## src/rtl/multicore_pkg.sv

```systemverilog
// Shared types and defaults for the core's memory-side blocks.
// The data cache uses the FSM state type, the default line count and
// the byte-merge helper from this package.
package multicore_pkg;

  localparam int DCACHE_NUM_LINES = 16;

  typedef enum logic [1:0] {
    IDLE    = 2'd0,
    RD_MISS = 2'd1,
    WR_THRU = 2'd2,
    RESP    = 2'd3
  } dcache_state_t;

  // Returns old_word with the bytes selected by be replaced from new_word.
  function automatic logic [31:0] merge_bytes(input logic [31:0] old_word,
                                              input logic [31:0] new_word,
                                              input logic [3:0]  be);
    logic [31:0] res;
    res = old_word;
    for (int b = 0; b < 4; b++) begin
      if (be[b]) res[8*b +: 8] = new_word[8*b +: 8];
    end
    return res;
  endfunction

endpackage

```

## src/rtl/dcache_array.sv

```systemverilog
// Valid/tag/data storage for the direct-mapped data cache.
// Two asynchronous read ports: rd_* is indexed by the live request address,
// chk_* by the registered in-flight address (store hit check at ack time).
// Writes are synchronous: a full-line install or a byte-merge into data.
// flush clears every valid bit in one cycle and suppresses any same-cycle
// install or merge, so a flushed cycle never leaves a line behind.
module dcache_array
  import multicore_pkg::*;
#(
  parameter int  NUM_LINES = DCACHE_NUM_LINES,
  localparam int IDX_W     = $clog2(NUM_LINES),
  localparam int TAG_W     = 30 - IDX_W
) (
  input  logic             clk,
  input  logic             rst,
  input  logic [IDX_W-1:0] rd_idx,
  output logic             rd_valid,
  output logic [TAG_W-1:0] rd_tag,
  output logic [31:0]      rd_data,
  input  logic [IDX_W-1:0] chk_idx,
  output logic             chk_valid,
  output logic [TAG_W-1:0] chk_tag,
  input  logic             install,
  input  logic             merge,
  input  logic [IDX_W-1:0] wr_idx,
  input  logic [TAG_W-1:0] wr_tag,
  input  logic [31:0]      wr_data,
  input  logic [3:0]       wr_be,
  input  logic             flush
);

  logic [NUM_LINES-1:0] valid_q;
  logic [TAG_W-1:0]     tag_q  [NUM_LINES];
  logic [31:0]          data_q [NUM_LINES];

  assign rd_valid  = valid_q[rd_idx];
  assign rd_tag    = tag_q[rd_idx];
  assign rd_data   = data_q[rd_idx];
  assign chk_valid = valid_q[chk_idx];
  assign chk_tag   = tag_q[chk_idx];

  // Valid bits: reset and flush clear all, install sets one.
  always_ff @(posedge clk or posedge rst) begin
    if (rst) begin
      valid_q <= '0;
    end else if (flush) begin
      valid_q <= '0;
    end else if (install) begin
      valid_q[wr_idx] <= 1'b1;
    end
  end

  // Tag and data storage; contents are meaningless until the valid bit is set.
  always_ff @(posedge clk) begin
    if (!flush) begin
      if (install) begin
        tag_q[wr_idx]  <= wr_tag;
        data_q[wr_idx] <= wr_data;
      end else if (merge) begin
        data_q[wr_idx] <= merge_bytes(data_q[wr_idx], wr_data, wr_be);
      end
    end
  end

endmodule

```

## src/rtl/dcache_ctrl.sv

```systemverilog
// Direct-mapped, write-through, no-write-allocate data cache for the MA stage.
// Optional hit/miss statistics counters are enabled by defining DCACHE_STATS_EN.
//
// Handshakes:
//   MA side  - i_req marks an access; it completes in the cycle o_ready=1
//              (load hits in the request cycle, everything else in RESP).
//              o_rdata is valid while o_ready & ~i_we.
//   Mem side - o_mem_req and its fields are registered and held stable until
//              the single-cycle i_mem_ack; read data is sampled with the ack.
//              An ack while no transaction is outstanding is ignored.
module dcache_ctrl
  import multicore_pkg::*;
#(
  parameter int NUM_LINES = DCACHE_NUM_LINES
) (
  input  logic          i_aclk,
  input  logic          i_areset,
  input  logic          i_req,
  input  logic          i_we,
  input  logic [3:0]    i_be,
  input  logic [31:0]   i_addr,
  input  logic [31:0]   i_wdata,
  input  logic          i_flush,
  output logic          o_ready,
  output logic [31:0]   o_rdata,
  output logic          o_mem_req,
  output logic          o_mem_we,
  output logic [3:0]    o_mem_be,
  output logic [31:0]   o_mem_addr,
  output logic [31:0]   o_mem_wdata,
  input  logic          i_mem_ack,
  input  logic [31:0]   i_mem_rdata,
  output dcache_state_t o_state
`ifdef DCACHE_STATS_EN
  ,
  output logic [31:0]   o_hit_count,
  output logic [31:0]   o_miss_count
`endif
);

  localparam int IDX_W = $clog2(NUM_LINES);
  localparam int TAG_W = 30 - IDX_W;

  dcache_state_t state;
  logic [31:0]   resp_q;

  logic [IDX_W-1:0] req_idx;
  logic [TAG_W-1:0] req_tag;
  logic             rd_valid;
  logic [TAG_W-1:0] rd_tag;
  logic [31:0]      rd_data;
  logic             hit;

  logic [IDX_W-1:0] fl_idx;
  logic [TAG_W-1:0] fl_tag;
  logic             chk_valid;
  logic [TAG_W-1:0] chk_tag;
  logic             fl_hit;

  logic             install;
  logic             merge;
  logic [31:0]      wr_data;

  // Word-offset bits of the byte address carry no information for a word cache.
  logic [1:0] unused_addr_lsb;
  assign unused_addr_lsb = i_addr[1:0];

  assign req_idx = i_addr[2 +: IDX_W];
  assign req_tag = i_addr[31 -: TAG_W];
  assign hit     = rd_valid && (rd_tag == req_tag);

  // The in-flight address lives in o_mem_addr, so it doubles as the
  // index/tag for install, merge and the store hit check.
  assign fl_idx  = o_mem_addr[2 +: IDX_W];
  assign fl_tag  = o_mem_addr[31 -: TAG_W];
  assign fl_hit  = chk_valid && (chk_tag == fl_tag);

  assign install = (state == RD_MISS) && i_mem_ack;
  assign merge   = (state == WR_THRU) && i_mem_ack && fl_hit;
  assign wr_data = (state == RD_MISS) ? i_mem_rdata : o_mem_wdata;

  assign o_state = state;

  dcache_array #(
    .NUM_LINES (NUM_LINES)
  ) u_array (
    .clk       (i_aclk),
    .rst       (i_areset),
    .rd_idx    (req_idx),
    .rd_valid  (rd_valid),
    .rd_tag    (rd_tag),
    .rd_data   (rd_data),
    .chk_idx   (fl_idx),
    .chk_valid (chk_valid),
    .chk_tag   (chk_tag),
    .install   (install),
    .merge     (merge),
    .wr_idx    (fl_idx),
    .wr_tag    (fl_tag),
    .wr_data   (wr_data),
    .wr_be     (o_mem_be),
    .flush     (i_flush)
  );

  // MA-side response: combinational from state, array contents and i_addr.
  always_comb begin
    o_ready = 1'b0;
    o_rdata = '0;
    case (state)
      IDLE: begin
        o_ready = !i_req || (!i_we && hit);
        o_rdata = hit ? rd_data : 32'h0;
      end
      RESP: begin
        o_ready = 1'b1;
        o_rdata = resp_q;
      end
      default: begin
        o_ready = 1'b0;
        o_rdata = '0;
      end
    endcase
  end

  // Controller FSM with registered memory-bus outputs and response register.
  always_ff @(posedge i_aclk or posedge i_areset) begin
    if (i_areset) begin
      state       <= IDLE;
      resp_q      <= '0;
      o_mem_req   <= 1'b0;
      o_mem_we    <= 1'b0;
      o_mem_be    <= '0;
      o_mem_addr  <= '0;
      o_mem_wdata <= '0;
    end else begin
      case (state)
        IDLE: begin
          if (i_req) begin
            if (i_we) begin
              state       <= WR_THRU;
              o_mem_req   <= 1'b1;
              o_mem_we    <= 1'b1;
              o_mem_be    <= i_be;
              o_mem_addr  <= {i_addr[31:2], 2'b00};
              o_mem_wdata <= i_wdata;
            end else if (!hit) begin
              state       <= RD_MISS;
              o_mem_req   <= 1'b1;
              o_mem_we    <= 1'b0;
              o_mem_be    <= 4'hF;
              o_mem_addr  <= {i_addr[31:2], 2'b00};
              o_mem_wdata <= '0;
            end
          end
        end
        RD_MISS: begin
          if (i_mem_ack) begin
            resp_q    <= i_mem_rdata;
            o_mem_req <= 1'b0;
            state     <= RESP;
          end
        end
        WR_THRU: begin
          if (i_mem_ack) begin
            o_mem_req <= 1'b0;
            o_mem_we  <= 1'b0;
            state     <= RESP;
          end
        end
        RESP: begin
          state <= IDLE;
        end
        default: begin
          state <= IDLE;
        end
      endcase
    end
  end

`ifdef DCACHE_STATS_EN
  logic store_hit_q;

  // Access statistics: one count per completed access; flush leaves them alone.
  always_ff @(posedge i_aclk or posedge i_areset) begin
    if (i_areset) begin
      o_hit_count  <= '0;
      o_miss_count <= '0;
      store_hit_q  <= 1'b0;
    end else begin
      if (state == IDLE && i_req && !i_we && hit) begin
        o_hit_count <= o_hit_count + 32'd1;
      end
      if (state == RD_MISS && i_mem_ack) begin
        store_hit_q <= 1'b0;
      end
      if (state == WR_THRU && i_mem_ack) begin
        store_hit_q <= fl_hit;
      end
      if (state == RESP) begin
        if (store_hit_q) o_hit_count  <= o_hit_count + 32'd1;
        else             o_miss_count <= o_miss_count + 32'd1;
      end
    end
  end
`endif

endmodule

```

## config.mk

```make
export PLATFORM = sky130hd
export DESIGN_NAME = dcache_ctrl
export DESIGN_NICKNAME = d
export VERILOG_FILES = /design/src/rtl/multicore_pkg.sv /design/src/rtl/dcache_array.sv /design/src/rtl/dcache_ctrl.sv
export SDC_FILE = /design/constraint.sdc
export NUM_CORES = 1
export LEC_CHECK = 0
export BUFFER_PORTS_ARGS = -buffer_cell sky130_fd_sc_hd__clkbuf_2
export CELL_PAD_IN_SITES_DETAIL_PLACEMENT = 1
export CELL_PAD_IN_SITES_GLOBAL_PLACEMENT = 1
export CORE_ASPECT_RATIO = 1.5
export CORE_MARGIN = 3
export CORE_UTILIZATION = 30
export DETAILED_ROUTE_END_ITERATION = 8
export PLACE_DENSITY = 0.51
export SYNTH_ARGS = -nofsm -noshare
export SYNTH_HDL_FRONTEND = slang
export SYNTH_HIERARCHICAL = 1
export SYNTH_SLANG_ARGS = --single-unit
```

## constraint.sdc

```tcl
create_clock -name i_aclk -period 4.1 [get_ports i_aclk]
set_input_delay 0.41 -clock i_aclk [delete_from_list [all_inputs] [get_ports i_aclk]]
set_output_delay 0.41 -clock i_aclk [all_outputs]
set_load 0.02 [all_outputs]
```

**Word level (Yosys, flattened, before mapping)**

Memory sizes are Yosys's and may differ from the RTL's.
Cells that the tools add are included.

- Word-level logic and storage cells: 115
- Input port bits: 106
- Memory bits (writable): 928
- Output and inout port bits: 105
- Memories: 2
- Bits in registers: 120

Memories:

| memory | depth | bits a word | rd ports | clocked after memory_dff | wr ports | RTL line | text |
|---|---|---|---|---|---|---|---|
| u_array.data_q | 16 | 32 | 1 | 0 | 1 | dcache_array.sv:34 | `logic [31:0] data_q [NUM_LINES];` |
| u_array.tag_q | 16 | 26 | 2 | 0 | 1 | dcache_array.sv:33 | `logic [TAG_W-1:0] tag_q [NUM_LINES];` |

- Order comparisons: 3
- Reductions and logical operators: 24
- Bitwise gates (word level): 5
- Muxes and demuxes: 59
- Equal/unequal tests: 14

Operators by type and width:

| kind | number |
|---|---|
| $mux 32 | 6 |
| $mux 8 | 20 |
| $pmux 32 s2 | 1 |
| $eq 26x26->1 | 2 |
| $mux 16 | 2 |
| $mux 1 | 17 |
| $ne 4x4->1 const B | 4 |
| $or 16x16->16 | 1 |
| $lt 4x5->1 const B | 2 |
| $reduce_and 2->1 | 5 |
| $bmux 1 s4 | 2 |
| $mux 2 | 4 |
| $mux 4 | 2 |
| $reduce_and 4->1 | 2 |
| $logic_and 1x1->1 | 7 |
| $ne 2x2->1 const B | 3 |
| $pmux 1 s2 | 3 |
| $pmux 2 s3 | 1 |
| $reduce_and 3->1 | 2 |
| $reduce_bool 2->1 | 3 |
| $demux 1 s4 | 1 |
| $eq 2x2->1 const B | 2 |
| $ge 4x1->1 const B | 1 |
| $or 1x1->1 | 4 |
| other kinds (7) | 8 |

**Logic depth before layout (Yosys ltp)**

Gate-level depths: netlist of run 1.

- Depth after elaboration: 10
- Gate-level depth with buffers: 16
- Depth with buffers taken out: 11

**By module**

Netlist of run 1, hierarchy kept.

Modules (own cells, without submodules):

| module | instances | area each (um^2) | cells each | sequential area each (um^2) |
|---|---|---|---|---|
| dcache_array | 1 | 38943.6 | 1835 | 28267.1 |
| dcache_ctrl | 1 | 5192.5 | 413 | 2552.4 |

**Least setup slack after synthesis of run 1**

No wires, ideal clock.

- Path kind: reg-to-reg
- Start point: register o_mem_addr[2]
- End point: memory u_array.data_q[15][24], enable pin
- Cell stages (with the launch flop): 16
- Data arrival time: 3.840 ns
- Clock period less this slack: 4.211 ns
- Data required time: 3.730 ns
- Setup time: 0.370 ns
- Path buffers: 4
- Path slack: -0.111 ns
- Cells stage by stage: dfrtp_1 buf_2 buf_2 mux4_2 a22oi_1 nand2_1 xnor2_1 nand4_1 nor4_1 nand3_1 nor4_1 a21oi_1 or2_2 clkbuf_1 clkbuf_1 nor2_1

- Word-level cells in the longest chain between the ends: 10
- Elaborated cells between the ends (all ways): 13
- Those cells by class: eq/ne: 2; mux: 6; bitwise: 1; reduce/logical: 3; memory: 1

Ends and longest elaborated chain:

| item | RTL line | text |
|---|---|---|
| start, declared | dcache_ctrl.sv:29 | `output logic [31:0] o_mem_addr,` |
| start signal, assigned | dcache_ctrl.sv:144 | `o_mem_addr <= {i_addr[31:2], 2'b00};` |
| start signal, assigned | dcache_ctrl.sv:151 | `o_mem_addr <= {i_addr[31:2], 2'b00};` |
| $mem_v2 16x26 (*) | -- |  |
| via chk_tag[19] | dcache_ctrl.sv:57 | `logic [TAG_W-1:0] chk_tag;` |
| $eq 26x26->1 (*) | dcache_ctrl.sv:76 | `assign fl_hit = chk_valid && (chk_tag == fl_tag);` |
| $logic_and 1x1->1 (*) | dcache_ctrl.sv:76 |  |
| $logic_and 1x1->1 (*) | dcache_ctrl.sv:79 | `assign merge = (state == WR_THRU) && i_mem_ack && fl_hit;` |
| via merge | dcache_ctrl.sv:61 | `logic merge;` |
| $mux 1 | dcache_array.sv:59 | `end else if (merge) begin` |
| $mux 1 | dcache_array.sv:56 | `if (install) begin` |
| $mux 1 | dcache_array.sv:55 | `if (!flush) begin` |
| $mux 1 (not written as such) | dcache_array.sv:60 | `data_q[wr_idx] <= merge_bytes(data_q[wr_idx], wr_data, wr_be);` |
| $reduce_and 2->1 (no line) (*) | -- |  |
| $or 1x1->1 (no line) (*) | -- |  |
| end, declared | dcache_array.sv:34 |  |

The timed path passes the listed nets; every way through them passes the cells marked *. The select of a mux whose other input is x is not followed.

==> results of run 1 <==
[power breakdown]
| part | internal [mW] | switching [mW] |
|---|---|---|
| Combinational | 4.35 | 6.70 |
| Clock | 5.94 | 4.31 |
| Sequential | 13.9 | 0.623 |
| Total | 24.2 | 11.6 |
[worst reg2reg max path: stages, from the launching register on]
cell and delay, ns:
dfrtp_4 0.46, buf_12 0.15, buf_12 0.15, mux4_2 0.53, a22oi_2 0.17, nand2_1 0.08
xnor2_1 0.17, buf_4 0.19, nand4_1 0.15, buf_4 0.19, nor4_4 0.30, nand3_2 0.13
nor4_4 0.19, buf_6 0.21, a21oi_4 0.09, or2_4 0.35, nor2_4 0.16, buf_6 0.18
[logic make-up (layout without fill, tap and decap cells)]
logic type	count (synthesis)	count (layout)	synth area share, %
AOI/OAI and AO/OA	273	273	4.75
xor gates and xnor gates	52	52	1.03
adders and majority gates	4	4	0.113
buffers and inverters	176	792	1.85
DFF	1046	1046	69.8
muxes	438	438	20.0
other	1	6	0.00850
and+or+nand+nor	258	262	2.47
[layout make-up]
| class | instances | area [um^2] | area share, % |
|---|---|---|---|
| Inverter | 13 | 53.8 | 0.0963 |
| Antenna cell | 4 | 10.0 | 0.0179 |
| Multi-Input combinational cell | 1031 | 13600 | 24.3 |
| Clock inverter | 71 | 845 | 1.51 |
| Sequential cell | 1046 | 30800 | 55.2 |
| Timing Repair Buffer | 579 | 5370 | 9.61 |
| Tap cell | 1903 | 2380 | 4.26 |
| Clock buffer | 129 | 2820 | 5.05 |
[metrics by stage]
step | power [mW] | util, % | std cells | setup TNS, ns | cell area, um^2
5_1_grt | 37.4 | 38.4 | 4773 | -83.47 | 55900
3_5_place_dp | 25.1 | 34.0 | 4462 | -181.01 | 49500
4_1_cts | 36.2 | 38.1 | 4771 | -61.62 | 55400
2_1_floorplan | 20.1 | - | 2249 | -33.45 | 44100
6_report | 35.9 | 38.4 | 4776 | -8.41 | 55900
3_3_place_gp | 24.9 | 34.0 | 4462 | -187.05 | 49500
[path summary, 6_finish.rpt]
path / slack (ns) / endpoint / start
setup / recovery: -0.26 / o_rdata[11] / u_array/tag_q[8][25]
setup reg to reg: -0.04 / u_array/data_q[3][26] / o_mem_addr[2]
hold reg to reg: 0.51 / resp_q[19] / resp_q[19]
max in group asynchronous: 2.56 / resp_q[14] / i_areset
hold / removal: 0.06 / o_mem_addr[14] / i_addr[14]
min in group asynchronous: 0.46 / u_array/valid_q[2] / i_areset
[synthesized netlist by cell type]
library cell and count:
nor4_2 1, a41o_1 1, buf_2 49, mux2_1 4
nor4_1 4, and2_1 2, clkbuf_1 89, nand3b_1 1
edfxtp_1 928, dfrtp_1 118, or2_2 4, xnor2_1 39
nand4_1 11, and4_1 1, xor2_1 13, o311ai_0 1
a31oi_1 10, nor3_1 3, a31o_2 1, a22oi_1 172
nand2b_1 1, nor2b_1 9, a21oi_1 13, conb_1 1
buf_1 9, mux2_2 90, buf_4 7, a211oi_1 1
mux4_2 344, inv_1 13, nor3_2 1, a41oi_1 6
ha_1 4, nor2_1 108, nand2_1 100, o211ai_2 1
o21ai_0 2, o211ai_1 1, a22o_1 64, nand3_1 12
buf_6 9
[per-layer routing]
metal	global-route usage, %	vias up	share of wire [%]
met3	2.77	173	4.8
met2	33.7	729	53
li1	-	10455	-
met4	5.60	2	2.4
met5	0	-	0.0092
met1	22.7	13488	40
[flip-flops by register name, summed over array words and instances, names as in the netlist]
name / flops
u_array/data_q: 512
u_array/tag_q: 416
o_mem_wdata: 32
resp_q: 32
o_mem_addr: 30
u_array/valid_q: 16
o_mem_be: 4
o_state: 2
o_mem_req: 1
o_mem_we: 1
[timing repair]
item	4_1_cts	5_1_grt
hold buffers	92	0
buffers inserted	10	2
gates resized for setup	271	102
endpoints found under the hold margin	118	0
cloned	8	0
setup endpoints to repair	545	545
pin swaps	72	42
==> results.sh, run 1 <==
export IMPL_core_area_um2=145000
export IMPL_cp_required_ns=3.69
export IMPL_die_area_um2=152000
export IMPL_synth_ff_latch_count=1046
export IMPL_rsz0062_at_grt="yes"
export IMPL_tritoncts="yes"
export IMPL_syn_to_final_growth_pct=26.6
export IMPL_cp_end_kind="output pin"
export IMPL_initial_core_util_pct=30.3
export IMPL_die_h_um=476
export IMPL_clock_sink_count=1046
export IMPL_setup_ws_ns=-0.257
export IMPL_finalHoldViolations=0
export IMPL_crit_type="flop to output pin"
export IMPL_layout_common_cells="928 x edfxtp_1, 344 x mux4_2, 171 x clkbuf_2"
export IMPL_synth_area_top_cells="edfxtp_1 63%, mux4_2 18%, dfrtp_1 6.7%"
export IMPL_synthCells=2248
export IMPL_power_density_nw_per_um2=642
export IMPL_run_status="finished with violations"
export IMPL_cts_htree_levels=3
export IMPL_min_period_ns=4.36
export IMPL_nets=2889
export IMPL_path_clk_slew_ns=0.06
export IMPL_grt_pass1_wl_um=203000
export IMPL_cts_root_buf="clkbuf_16"
export IMPL_crit_buf_inv=7
export IMPL_slowest_stage="mux4_2"
export IMPL_antenna_found_initial=7
export IMPL_final_max_slew_viol_count=0
export IMPL_cts_buffers_inserted=108
export IMPL_slowest_delay_ns=0.48
export IMPL_cap_violations=0
export IMPL_worstPathCellList="mux4_2 -> a22oi_2 -> nand2_2 -> xnor2_2 -> buf_4 -> nand4_1 -> buf_6 -> nor4_4 -> buf_6 -> nand3_4 -> nor3_4 -> buf_12 -> buf_12 -> buf_16 -> a22o_1 -> clkbuf_8"
export IMPL_crit_path_start_kind="flop"
export IMPL_tightestPinTransition_ns=1.19
export IMPL_hold_ws_ns=0.0602
export IMPL_crit_cells=16
export IMPL_p_leak_nw=18.8
export IMPL_io_pins=211
export IMPL_violations="setup timing"
export IMPL_worst_hold_path_type="input pin to flop"
export IMPL_ys_warn_count=6
export IMPL_skew_ns=0.0374
export IMPL_cpLargestDelayFamily="buffers and inverters"
export IMPL_hold_depth=2
export IMPL_worst_path_max_fanout=8
export IMPL_avgSynthCellArea_um2=19.6
export IMPL_pre_cts_slack_ns=-0.386
export IMPL_overflow=0
export IMPL_first_iter_violations=1768
export IMPL_fillers=14219
export IMPL_drc=0
export IMPL_setup_viol=157
export IMPL_grt_max_degree=75
export IMPL_port_buffers=206
export IMPL_ir_worst_vdd_mv=0.452
export IMPL_dieWidth_um=319
export IMPL_wl_um=141000
export IMPL_syn_area_um2=44100
export IMPL_synth_top_area_cell="edfxtp_1"
export IMPL_dpl_hpwl_um=92300
export IMPL_grt_pass1_vias=27924
export IMPL_wire_per_inst_um=29.4
export IMPL_vias=24847
export IMPL_synth_top_area_share_pct=63.1
export IMPL_synthDistinctLibCells=41
export IMPL_clkLatencyLatePin_ns=0.73
export IMPL_gp_congestion=0.761
export IMPL_final_common_cell="edfxtp_1"
export IMPL_fmax_mhz=230
export IMPL_ant_nets=0
export IMPL_reg2regPathDepth=17
export IMPL_crit_arrival_ns=3.95
export IMPL_cts_path_max_buffers=3
export IMPL_num_rows=171
export IMPL_slew_headroom_pct=20.2
export IMPL_period_share_pct=106
export IMPL_vias_per_cell=5.20
export IMPL_grt_util_all_layers_pct=18.5
export IMPL_drtPass1Iterations=5
export IMPL_layout_drive_gt1_share_pct=43.2
export IMPL_ys_seq_area_share_pct=69.8
Power figures use the tool's default switching activity.
==> inputs of run 2 (changes only) <==
GPL_TIMING_DRIVEN = 0   (was not set)
==> run 2 against run 1 <==
The flow still finishes with violations (setup timing). Die area stayed put. Hold slack better by 0.020 ns. Critical endpoint is now o_rdata[28]. Highest routed layer unchanged. Clock skew is 0.0027 ns lower. Critical path depth is 1 lower. Non-clock buffer count is 34 higher. Largest cell class unchanged.
==> results.sh, run 2 (synthesized netlist as in run 1, its figures left out) <==
export IMPL_run_status="finished with violations"
export IMPL_violations="setup timing"
export IMPL_port_buffers=206
export IMPL_largest_reg_flops=512
export IMPL_antenna_found_initial=7
export IMPL_wl_met2_um=80400
export IMPL_io_pins=211
export IMPL_ir_worst_vdd_mv=0.434
export IMPL_slowest_delay_ns=0.49
export IMPL_slowest_stage="nor4_4"
export IMPL_gp_congestion=0.787
export IMPL_seq_power_share_pct=42.6
export IMPL_grt_pass1_wl_um=214000
export IMPL_reg2regPathDepth=18
export IMPL_hold_depth=2
export IMPL_num_rows=171
export IMPL_die_h_um=476
export IMPL_clock_sink_count=1046
export IMPL_top_regs="u_array/data_q: 512 flops, u_array/tag_q: 416 flops"
export IMPL_tritoncts="yes"
export IMPL_first_iter_violations=2126
export IMPL_dr_wl_met3_um=7200
export IMPL_internal_power_mw=23.7
export IMPL_cts_buffers_inserted=109
export IMPL_tightestPinTransition_ns=1.21
export IMPL_cpLargestDelayFamily="simple AND/OR/NAND/NOR gates"
export IMPL_largest_register="u_array/data_q"
export IMPL_setup_viol=545
export IMPL_combinationalPowerShare_pct=29.5
export IMPL_routedLengthMet1_um=59000
export IMPL_pwr_share_clk_pct=27.9
export IMPL_nets=2920
export IMPL_power_density_nw_per_um2=630
export IMPL_setup_ws_ns=-0.541
export IMPL_syn_to_final_growth_pct=28.1
export IMPL_worst_hold_path_type="input pin to flop"
export IMPL_power_switching_share_pct=33.4
export IMPL_die_area_um2=152000
export IMPL_cts_path_max_buffers=3
export IMPL_core_area_um2=145000
export IMPL_p_leak_nw=19.0
export IMPL_grt_pass1_vias=28242
export IMPL_crit_arrival_ns=4.23
export IMPL_rsz0062_at_grt="yes"
export IMPL_wl_um=152000
export IMPL_cp_end_kind="output pin"
export IMPL_skew_ns=0.0347
export IMPL_ant_nets=0
export IMPL_wire_per_inst_um=31.6
export IMPL_cts_htree_levels=3
export IMPL_crit_buf_inv=6
export IMPL_worstPathCellList="clkbuf_2 -> buf_4 -> clkbuf_2 -> mux4_2 -> a22oi_1 -> nand2_1 -> xnor2_2 -> nand4_1 -> nor4_4 -> nand3_2 -> nor3_4 -> buf_12 -> buf_12 -> a22o_1 -> clkbuf_8"
export IMPL_power_switching_mw=11.9
export IMPL_drc=0
export IMPL_period_share_pct=113
export IMPL_cp_required_ns=3.69
export IMPL_hold_ws_ns=0.0806
export IMPL_dpl_hpwl_um=104000
export IMPL_min_period_ns=4.64
export IMPL_grt_util_all_layers_pct=19.8
export IMPL_vias=25652
export IMPL_crit_path_start_kind="input pin"
export IMPL_worst_path_max_fanout=10
export IMPL_final_max_slew_viol_count=0
export IMPL_fmax_mhz=215
export IMPL_cts_root_buf="clkbuf_16"
export IMPL_overflow=0
export IMPL_path_clk_slew_ns=0.06
export IMPL_final_common_cell="edfxtp_1"
export IMPL_drtPass1Iterations=5
export IMPL_fillers=14146
export IMPL_finalHoldViolations=0
export IMPL_instances_no_fill=4813
export IMPL_crit_cells=15
export IMPL_routed_top_layer="met5"
export IMPL_initial_core_util_pct=30.3
export IMPL_dieWidth_um=319
export IMPL_cap_violations=0
export IMPL_crit_type="input pin to output pin"
export IMPL_vias_per_cell=5.33
export IMPL_dp_cells=4376
export IMPL_slew_headroom_pct=19.2
export IMPL_layout_drive_gt1_share_pct=42.1
export IMPL_layout_common_cells="928 x edfxtp_1, 344 x mux4_2, 196 x clkbuf_2"
export IMPL_clkLatencyLatePin_ns=0.74
export IMPL_grt_max_degree=71
[run 2: worst reg2reg max path: stages (launching register included)]
cell,delay (ns)
dfrtp_2,0.42
buf_12,0.15
buf_12,0.16
buf_16,0.16
mux4_2,0.54
a22oi_2,0.29
nand2_2,0.11
xnor2_2,0.22
nand4_1,0.19
nor4_2,0.31
nand3_1,0.13
nor4_2,0.24
buf_4,0.25
buf_6,0.13
a21oi_2,0.04
or2_4,0.32
clkbuf_16,0.20
nor2_4,0.12
buf_12,0.17
[run 2: layout make-up]
cell class / count / area (um^2) / share of cell area (%)
Antenna cell: 7 / 17.5 / 0.0310
Buffer: 156 / 1280 / 2.26
Clock buffer: 149 / 3000 / 5.31
Clock inverter: 55 / 548 / 0.970
Inverter: 13 / 53.8 / 0.0952
Multi-Input combinational cell: 1027 / 13600 / 24.0
Sequential cell: 1046 / 30800 / 54.5
Tap cell: 1903 / 2380 / 4.21
Timing Repair Buffer: 457 / 4830 / 8.54
[run 2: power by group through the flow]
| stage | registers (mW) | clock network [mW] | logic (mW) |
|---|---|---|---|
| global route | 15.3 | 10.6 | 11.1 |
| finish | 15.2 | 9.94 | 10.5 |
| global placement | 15.3 | 0 | 8.72 |
| CTS | 15.2 | 10.2 | 10.2 |
| detailed placement | 15.4 | 0 | 9.00 |
| floorplan | 15.2 | 0 | 4.87 |
[run 2: path summary, 6_finish.rpt]
kind,from,endpoint,slack [ns]
worst max-delay path,i_addr[3],o_rdata[28],-0.54
worst min-delay path,i_addr[28],o_mem_addr[28],0.08
worst max register to register,o_mem_addr[2],u_array/data_q[12][12],-0.35
worst min register to register,resp_q[12],resp_q[12],0.51
max in group asynchronous,i_areset,resp_q[8],2.89
min in group asynchronous,i_areset,o_mem_addr[6],0.43
[run 2: through the flow]
stage	instance area [um^2]	power (mW)	TNS (ns)	setup slack [ns]	utilization, %
after floorplan	44100	20.1	-33.45	-0.111	-
after detailed placement	48000	24.4	-1387.89	-2.32	33.0
after global routing	56500	37.0	-199.75	-0.583	38.8
final	56500	35.6	-143.87	-0.541	38.8
after CTS	55900	35.6	-129.27	-0.623	38.5
after global placement	47600	24.0	-2836.41	-3.45	32.7
[run 2: what timing repair did]
item / 4_1_cts / 5_1_grt
endpoints found under the hold margin: 141 / 0
hold buffers: 94 / 0
setup buffers: 107 / 26
pin swaps: 95 / 79
endpoints found under the setup margin: 958 / 784
gates resized for setup: 419 / 88
gates cloned: 6 / 0
[run 2: per-layer routing]
metal | vias up | track usage, %
met4 | 2 | 7.43
met2 | 892 | 36.0
li1 | 10545 | -
met3 | 237 | 2.58
met5 | - | 0
met1 | 13976 | 23.9
==> inputs of run 3 (changes only) <==
SKIP_LAST_GASP = 1   (was not set)
==> run 3 against run 2 <==
The run still ends with setup timing left. Worst setup slack improved by 0.019 ns. First-iteration DRC count about the same. Total power about the same. Critical endpoint is now o_rdata[10]. Largest cell class unchanged.
==> results.sh, run 3 (synthesized netlist as in run 1, its figures left out) <==
export IMPL_gp_congestion=0.787
export IMPL_largest_register="u_array/data_q"
export IMPL_crit_type="input pin to output pin"
export IMPL_instances_no_fill=4812
export IMPL_crit_arrival_ns=4.21
export IMPL_port_buffers=206
export IMPL_ant_nets=0
export IMPL_vias=25544
export IMPL_p_leak_nw=19.0
export IMPL_cts_buffers_inserted=109
export IMPL_largest_reg_flops=512
export IMPL_cts_root_buf="clkbuf_16"
export IMPL_layout_common_cells="928 x edfxtp_1, 344 x mux4_2, 196 x clkbuf_2"
export IMPL_clock_sink_count=1046
export IMPL_cap_violations=0
export IMPL_worst_hold_path_type="input pin to flop"
export IMPL_final_max_slew_viol_count=0
export IMPL_setup_viol=537
export IMPL_initial_core_util_pct=30.3
export IMPL_wire_per_inst_um=31.6
export IMPL_io_pins=211
export IMPL_top_regs="u_array/data_q: 512 flops, u_array/tag_q: 416 flops"
export IMPL_grt_util_all_layers_pct=19.8
export IMPL_layout_drive_gt1_share_pct=42.0
export IMPL_drc=0
export IMPL_run_status="finished with violations"
export IMPL_fmax_mhz=216
export IMPL_design_area_um2=56500
export IMPL_die_h_um=476
export IMPL_worst_path_max_fanout=10
export IMPL_setup_ws_ns=-0.522
export IMPL_final_common_cell="edfxtp_1"
export IMPL_dpl_cell_area_um2=48000
export IMPL_worstSetupStartpoint="i_addr[3]"
export IMPL_nets=2920
export IMPL_slew_headroom_pct=19.0
export IMPL_cp_end_kind="output pin"
export IMPL_regToRegEndpoint="u_array/data_q[12][10]"
export IMPL_first_iter_violations=2128
export IMPL_tightestPinTransition_ns=1.21
export IMPL_skew_ns=0.0314
export IMPL_finalHoldViolations=0
export IMPL_grt_max_degree=71
export IMPL_path_clk_slew_ns=0.06
export IMPL_cp_required_ns=3.69
export IMPL_fin_util_pct=38.8
export IMPL_hold_ws_ns=0.0778
export IMPL_tritoncts="yes"
export IMPL_die_area_um2=152000
export IMPL_cts_path_max_buffers=3
export IMPL_r2r_slack_ns=-0.34
export IMPL_dp_cells=4376
export IMPL_grt_pass1_vias=28241
export IMPL_wl_um=152000
export IMPL_overflow=0
export IMPL_antenna_found_initial=6
export IMPL_drtPass1Iterations=5
export IMPL_power_density_nw_per_um2=630
export IMPL_dieWidth_um=319
export IMPL_crit_path_end="o_rdata[10]"
export IMPL_ir_worst_vdd_mv=0.432
export IMPL_num_rows=171
export IMPL_crit_path_start_kind="input pin"
export IMPL_vias_per_cell=5.31
export IMPL_period_share_pct=113
export IMPL_rsz0062_at_grt="yes"
export IMPL_clkLatencyLatePin_ns=0.73
export IMPL_dpl_hpwl_um=104000
export IMPL_cts_htree_levels=3
export IMPL_syn_to_final_growth_pct=28.0
export IMPL_violations="setup timing"
export IMPL_worstReg2RegStart="o_mem_addr[2]"
export IMPL_min_period_ns=4.62
export IMPL_grt_pass1_wl_um=214000
export IMPL_reg2regPathDepth=18
export IMPL_core_area_um2=145000
run 3: worst min-delay path by stage:
stage,start,endpoint,cells after the start
finish,i_addr[28],o_mem_addr[28],2
global placement,resp_q[16],resp_q[16],1
CTS,i_addr[28],o_mem_addr[28],2
global route,i_addr[28],o_mem_addr[28],2
detailed placement,resp_q[4],resp_q[4],1
floorplan,i_areset,u_array/valid_q[0],1
run 3: repair_timing:
| action | CTS | global route |
|---|---|---|
| gates resized for setup | 416 | 85 |
| setup buffers | 107 | 26 |
| hold endpoints to repair | 141 | 0 |
| cloned | 6 | 0 |
| pin swaps | 95 | 76 |
| setup endpoints to repair | 958 | 784 |
| hold buffers | 94 | 0 |
run 3: report_power, final:
part | switching, mW | internal [mW] | leakage [nW] | total [mW]
Sequential | 1.20 | 14.0 | 9.87 | 15.2
Clock | 4.26 | 5.68 | 1.74 | 9.94
Combinational | 6.42 | 4.05 | 7.36 | 10.5
Total | 11.9 | 23.7 | 19.0 | 35.6
run 3: per-stage QoR:
| step | power [mW] | TNS [ns] | worst slack (ns) |
|---|---|---|---|
| finish | 35.6 | -135.11 | -0.522 |
| global placement | 24.0 | -2836.41 | -3.45 |
| CTS | 35.6 | -129.29 | -0.623 |
| detailed placement | 24.4 | -1387.89 | -2.32 |
| floorplan | 20.1 | -33.45 | -0.111 |
| global route | 36.9 | -199.85 | -0.584 |
run 3: layout make-up:
| type | count | area, um^2 |
|---|---|---|
| flip-flops and latches | 1046 | 30800 |
| well taps | 1903 | 2380 |
| fillers | 14153 | 89000 |
| multi-input cells | 1027 | 13600 |
| repair buffers | 457 | 4810 |
| diodes | 6 | 15.0 |
| clock inverters | 55 | 548 |
| clock buffers | 149 | 3000 |
| inverters | 13 | 53.8 |
| plain buffers | 156 | 1280 |
run 3: routing by layer:
metal	vias up	wire (um)	GRT usage (%)
met5	-	13	0
met4	2	5400	7.42
met3	235	7280	2.54
met2	853	80600	36.0
met1	13910	58700	23.9
li1	10544	-	-
run 3: worst max-delay path: stages:
cell and delay (ns):
clkbuf_2 0.11, buf_4 0.31, clkbuf_2 0.48, mux4_2 0.37, a22oi_1 0.17, nand2_1 0.12
xnor2_2 0.29, nand4_1 0.42, nor4_4 0.49, nand3_2 0.18, nor3_4 0.19, buf_12 0.17
buf_12 0.14, a22o_1 0.17, clkbuf_8 0.16
